==> src/rtl/uart_tx_pkg.sv <==
// Shared UART constants and FSM state encoding for the transmit and receive paths.
package uart_tx_pkg;

  localparam int unsigned CLK_FREQ_DEF = 50_000_000;
  localparam int unsigned BAUD_DEF     = 9600;
  localparam int unsigned DATA_BITS    = 8;
  localparam int unsigned FRAME_BITS   = 10;
  localparam int unsigned CNT_W        = 16;
  localparam int unsigned BIT_IDX_W    = $clog2(DATA_BITS);

  typedef enum logic [1:0] {
    IDLE  = 2'd0,
    START = 2'd1,
    DATA  = 2'd2,
    STOP  = 2'd3
  } uart_state_e;

endpackage

==> src/rtl/uart_bps_tx.sv <==
// Bit-timing generator: counts BIT_CYC cycles per bit while run is high.
module uart_bps_tx
  import uart_tx_pkg::*;
#(
  parameter int unsigned BIT_CYC = CLK_FREQ_DEF / BAUD_DEF
) (
  input  logic             sclk,
  input  logic             rst,
  input  logic             run,
  output logic             bit_end,
  output logic [CNT_W-1:0] bit_cnt
);

  localparam logic [CNT_W-1:0] LAST_CNT = CNT_W'(BIT_CYC - 1);

  logic [CNT_W-1:0] cnt_d, cnt_q;
  logic             end_d, end_q;

  // Counter clears while idle and at every bit boundary; bit_end flags the last cycle of a bit.
  always_comb begin
    cnt_d = '0;
    if (run && !end_q) begin
      cnt_d = cnt_q + CNT_W'(1);
    end
    end_d = run && (cnt_d == LAST_CNT);
  end

  always_ff @(posedge sclk) begin
    if (rst) begin
      cnt_q <= '0;
      end_q <= 1'b0;
    end else begin
      cnt_q <= cnt_d;
      end_q <= end_d;
    end
  end

  assign bit_end = end_q;
  assign bit_cnt = cnt_q;

endmodule

==> src/rtl/uart_tx.sv <==
// 8N1 UART transmitter with a one-entry holding buffer for back-to-back frames.
module uart_tx
  import uart_tx_pkg::*;
#(
  parameter int unsigned CLK_FREQ = CLK_FREQ_DEF,
  parameter int unsigned BAUD     = BAUD_DEF,
  parameter int unsigned BIT_CYC  = CLK_FREQ / BAUD
) (
  input  logic                 sclk,
  input  logic                 rst,
  input  logic                 pi_flag,
  input  logic [DATA_BITS-1:0] pi_data,
  output logic                 pi_ready,
  output logic                 tx,
  output logic                 tx_busy,
  output logic                 tx_done
);

  localparam logic [CNT_W-1:0]     LAST_CNT = CNT_W'(BIT_CYC - 1);
  localparam logic [BIT_IDX_W-1:0] LAST_IDX = BIT_IDX_W'(DATA_BITS - 1);

  uart_state_e          state_d, state_q;
  logic [DATA_BITS-1:0] shift_d, shift_q;
  logic [DATA_BITS-1:0] buf_d, buf_q;
  logic                 buf_full_d, buf_full_q;
  logic [BIT_IDX_W-1:0] idx_d, idx_q;
  logic                 tx_d, tx_q;
  logic                 busy_d, busy_q;
  logic                 done_d, done_q;
  logic                 ready_d, ready_q;
  logic                 bit_end;
  logic [CNT_W-1:0]     bit_cnt;

  uart_bps_tx #(.BIT_CYC(BIT_CYC)) u_bps (
    .sclk    (sclk),
    .rst     (rst),
    .run     (state_q != IDLE),
    .bit_end (bit_end),
    .bit_cnt (bit_cnt)
  );

  always_comb begin
    state_d    = state_q;
    shift_d    = shift_q;
    buf_d      = buf_q;
    buf_full_d = buf_full_q;
    idx_d      = idx_q;

    case (state_q)
      IDLE: begin
        if (pi_flag) begin
          shift_d = pi_data;
          state_d = START;
        end
      end
      START: begin
        if (bit_end) state_d = DATA;
      end
      DATA: begin
        if (bit_end) begin
          shift_d = shift_q >> 1;
          idx_d   = idx_q + BIT_IDX_W'(1);
          if (idx_q == LAST_IDX) state_d = STOP;
        end
      end
      STOP: begin
        // Chain the next frame with no idle gap if one is waiting or arriving now.
        if (bit_end) begin
          if (buf_full_q) begin
            shift_d    = buf_q;
            buf_full_d = 1'b0;
            state_d    = START;
          end else if (pi_flag) begin
            shift_d = pi_data;
            state_d = START;
          end else begin
            state_d = IDLE;
          end
        end
      end
      default: state_d = IDLE;
    endcase

    if ((state_q != IDLE) && !buf_full_q && pi_flag && !((state_q == STOP) && bit_end)) begin
      buf_d      = pi_data;
      buf_full_d = 1'b1;
    end

    // Line outputs are registered images of the current state.
    tx_d = 1'b1;
    if (state_q == START) tx_d = 1'b0;
    else if (state_q == DATA) tx_d = shift_q[0];
    busy_d  = (state_q != IDLE);
    done_d  = (state_q == STOP) && (bit_cnt == LAST_CNT);
    ready_d = !buf_full_d;
  end

  always_ff @(posedge sclk) begin
    if (rst) begin
      state_q    <= IDLE;
      shift_q    <= '0;
      buf_q      <= '0;
      buf_full_q <= 1'b0;
      idx_q      <= '0;
      tx_q       <= 1'b1;
      busy_q     <= 1'b0;
      done_q     <= 1'b0;
      ready_q    <= 1'b1;
    end else begin
      state_q    <= state_d;
      shift_q    <= shift_d;
      buf_q      <= buf_d;
      buf_full_q <= buf_full_d;
      idx_q      <= idx_d;
      tx_q       <= tx_d;
      busy_q     <= busy_d;
      done_q     <= done_d;
      ready_q    <= ready_d;
    end
  end

  assign tx       = tx_q;
  assign tx_busy  = busy_q;
  assign tx_done  = done_q;
  assign pi_ready = ready_q;

endmodule

==> config.mk <==
export PLATFORM = sky130hd
export DESIGN_NAME = uart_tx
export DESIGN_NICKNAME = d
export VERILOG_FILES = /design/src/rtl/uart_tx_pkg.sv /design/src/rtl/uart_bps_tx.sv /design/src/rtl/uart_tx.sv
export SDC_FILE = /design/constraint.sdc
export NUM_CORES = 1
export LEC_CHECK = 0
export BUFFER_PORTS_ARGS = -buffer_cell sky130_fd_sc_hd__buf_2
export CELL_PAD_IN_SITES_DETAIL_PLACEMENT = 2
export CELL_PAD_IN_SITES_GLOBAL_PLACEMENT = 2
export CORE_ASPECT_RATIO = 1.75
export CORE_MARGIN = 1.5
export CORE_UTILIZATION = 36
export CTS_CLUSTER_DIAMETER = 150
export DETAILED_ROUTE_END_ITERATION = 7
export HOLD_SLACK_MARGIN = 0.08
export PLACE_DENSITY_LB_ADDON = 0.1
export SYNTH_ARGS = -nofsm -noshare
export SYNTH_HDL_FRONTEND = slang
export SYNTH_SLANG_ARGS = --single-unit
==> constraint.sdc <==
create_clock -name sclk -period 2.5 [get_ports sclk]
set_clock_uncertainty 0.05 [all_clocks]
set_input_delay 0.125 -clock sclk [delete_from_list [all_inputs] [get_ports sclk]]
set_output_delay 0.125 -clock sclk [all_outputs]
set_load 0.05 [all_outputs]
==> flow_summary.json <==
{
  "status": "finished clean",
  "cts_sinks": 43,
  "min_from": "rst",
  "comb_power_share": 0.325,
  "syn_area_per_cell_sq_um": 8.55,
  "crit_arrival_ns": 2.30,
  "core_area_sq_mm": 0.00583,
  "syn_inst": 252,
  "totalWireLength_um": 6350,
  "clock_latency_ns": 0.30,
  "setup_viol": 0,
  "grt-ovfl-total": 0,
  "first_global_vias": 2173,
  "dp_slack_ns": 0.365,
  "start_kind": "register",
  "ys.flop_type": "dfxtp_1",
  "hp-class": "in -> reg",
  "synth_nets": 270,
  "worst_slack_ns": 0.350,
  "cp-end-kind": "register",
  "synthToLayoutAreaGrowth_pct": 15.2,
  "tns_ns": 0,
  "synth.distinct_cells": 52,
  "ir_worst_vdd_mv": 0.302,
  "path_class": "reg -> reg",
  "period_minus_slack_ns": 2.15,
  "final_cell_area_sq_mm": 0.00248,
  "r2r_cells": 5,
  "seq_area_frac_synth": 0.400,
  "ioPinCount": 15,
  "maxCapViolCount": 0,
  "slowest_delay_ns": 0.50,
  "drc_errors": 0,
  "worstPathRequired_ns": 2.65,
  "drive_gt1_frac": 0.137,
  "syn_area_sq_mm": 0.00215,
  "die_y_um": 105,
  "async_flop_share": 0,
  "fin_crit_sh": 0.860,
  "routedWlPerCell_um": 18.2,
  "total_power_uw": 2160,
  "p_int_uw": 1380,
  "die_x_um": 61.5,
  "postLayoutCoreUtil": 0.426,
  "synth_top_area_cell": "dfxtp_1",
  "yosysWarnings": 0,
  "ant_nets": 0,
  "synth_area_leaders": "dfxtp_1 40%, nor2_1 6.1%, mux2i_1 4.6%, ha_1 4.1%, a21oi_1 3.7%",
  "finalNetCount": 287,
  "final_hold_viol_count": 0,
  "synthMostInstantiatedCell": "dfxtp_1",
  "htree_levels": 2,
  "postCtsSetupRepairBufs": 0,
  "reg2reg_to": "u_bps.bit_end$_SDFF_PP0_",
  "cts_root_buf": "clkbuf_8",
  "antennaDiodeCount": 0,
  "grt_usage": 0.219,
  "synth_top_area_frac": 0.400,
  "rsz0062_at_grt": "no",
  "antenna_found_initial": 0,
  "worst_hold_path.endpoint": "tx_busy$_SDFF_PP0_",
  "power_frac_seq": 0.409,
  "via_per_inst": 5.54,
  "r2r_setup_slack_ns": 0.35,
  "cts_tree": "yes",
  "tightest_slew_ns": 0.545,
  "start_util": 0.369,
  "pwr-share-clk": 0.266,
  "first_pass_iters": 4,
  "powerDensity_mw_per_mm2": 872,
  "fill_cells": 697,
  "place_congestion": 0.824,
  "vias": 1927,
  "synth_edf_count": 0,
  "placed_cell_area_sq_mm": 0.00228,
  "final_max_slew_viol_count": 0,
  "rows": 37,
  "place_hpwl_um": 4640,
  "hold_depth": 2,
  "dieArea_sq_mm": 0.00648,
  "cts_made_buffers": 5,
  "switching_share": 0.362,
  "drt_iter0_markers": 55,
  "critPathMaxFanout": 7,
  "cp_cell_sequence": "nand4_1, nor4_1, mux2i_1, o21ai_0, a2111oi_2",
  "clock_path_buffers": 2,
  "grt_pass1_wl_um": 10500,
  "r2r_start": "u_bps.bit_cnt[3]$_SDFF_PP0_",
  "p_sw_uw": 784,
  "synth_commonest_cells": "43 x dfxtp_1, 35 x nor2_1, 19 x nand2_1",
  "power.leakage_uw": 0.000909,
  "port_buffers": 14,
  "slowest_stage": "dfxtp_1",
  "max_freq_mhz": 465,
  "clk_pin_slew_ns": 0.09,
  "synth_seq_cells": 43,
  "grt_max_degree": 18,
  "slew_headroom": 0.637
}
## sequential cells by signal, indices dropped and copies added, names as in the netlist
register and cells:
tx_done 1, u_bps.bit_cnt 16, tx 1, u_bps.bit_end 1, state_q 2, buf_full_q 1
buf_q 8, pi_ready 1, shift_q 8, tx_busy 1, idx_q 3
## layout make-up
type / count / area (sq um) / area share
Multi-Input combinational cell: 182 / 1180 / 0.476
Timing Repair Buffer: 27 / 188 / 0.0756
Inverter: 10 / 37.5 / 0.0151
Clock inverter: 2 / 35.0 / 0.0141
Tap cell: 78 / 97.6 / 0.0393
Sequential cell: 43 / 861 / 0.347
Clock buffer: 6 / 82.6 / 0.0333
## repair_timing
item / in CTS / in global routing
hold endpoints to repair: 8 / 0
gates resized for setup: 0 / 0
hold buffers: 8 / 0
## cells by family (layout without fill, tap and decap cells)
family / after synthesis / count (layout) / share of synthesized area
simple gates: 94 / 94 / 0.224
compound gates: 59 / 59 / 0.188
flops: 43 / 43 / 0.400
buf+inv: 27 / 45 / 0.0523
xor+xnor: 12 / 12 / 0.0488
mux: 10 / 10 / 0.0465
fa+ha+maj: 7 / 7 / 0.0406
## critical path: cells and delay by family, from the launching register on
kind | cells | cell delay [ns]
AND/OR/NAND/NOR | 2 | 0.70
AO/OA/AOI/OAI | 2 | 0.48
multiplexers | 1 | 0.31
flip-flops | 1 | 0.50
## stage by stage
stage | cells | hold WS (ns)
floorplan | 252 | 0.219
global placement | 332 | 0.318
detailed placement | 332 | 0.338
CTS | 348 | 0.101
global route | 348 | 0.107
finish | 348 | 0.105
## power groups by stage
stage	Combinational, uW	Sequential [uW]	Clock, uW
floorplan	451	932	0
global placement	684	897	0
detailed placement	703	901	0
CTS	714	885	590
global route	779	902	614
finish	703	885	575
## cells in the final DEF, fill, tap and decap left out, drive strengths merged, types with 2 or more instances in the layout
cell         Yosys  final
a2111oi          2      2
a211oi           2      2
a21oi           17     17
a22oi            6      6
a311oi           6      6
and2             3      3
and4             3      3
buf             10     19
clkbuf           7      6
clkinv           1      2
dfxtp           43     43
dlygate4sd3      0      8
ha               7      7
inv              9      9
mux2i           10     10
nand2           20     20
nand3            5      5
nand4            7      7
nand4b           2      2
nor2            35     35
nor2b            2      2
nor3             5      5
nor4             2      2
o21ai           14     14
o32ai            2      2
or3              5      5
xnor2            8      8
xor2             4      4
## worst max path at each step
stage                                     start                  endpoint  slack (ns)  depth (start not counted)
finish              u_bps.bit_cnt[3]$_SDFF_PP0_  u_bps.bit_end$_SDFF_PP0_        0.35                          5
global placement    u_bps.bit_cnt[3]$_SDFF_PP0_  u_bps.bit_end$_SDFF_PP0_        0.41                          5
floorplan           u_bps.bit_cnt[3]$_SDFF_PP0_  u_bps.bit_end$_SDFF_PP0_        0.76                          6
global route        u_bps.bit_cnt[3]$_SDFF_PP0_  u_bps.bit_end$_SDFF_PP0_        0.11                          5
detailed placement  u_bps.bit_cnt[3]$_SDFF_PP0_  u_bps.bit_end$_SDFF_PP0_        0.36                          5
CTS                 u_bps.bit_cnt[3]$_SDFF_PP0_  u_bps.bit_end$_SDFF_PP0_        0.32                          5
## metal layers
metal	GRT usage	share of wire
met3	0.0294	0.015
met2	0.426	0.60
met4	0.0973	0.031
met5	0	0
met1	0.205	0.35
No activity file was read; power rests on OpenSTA's default activity.
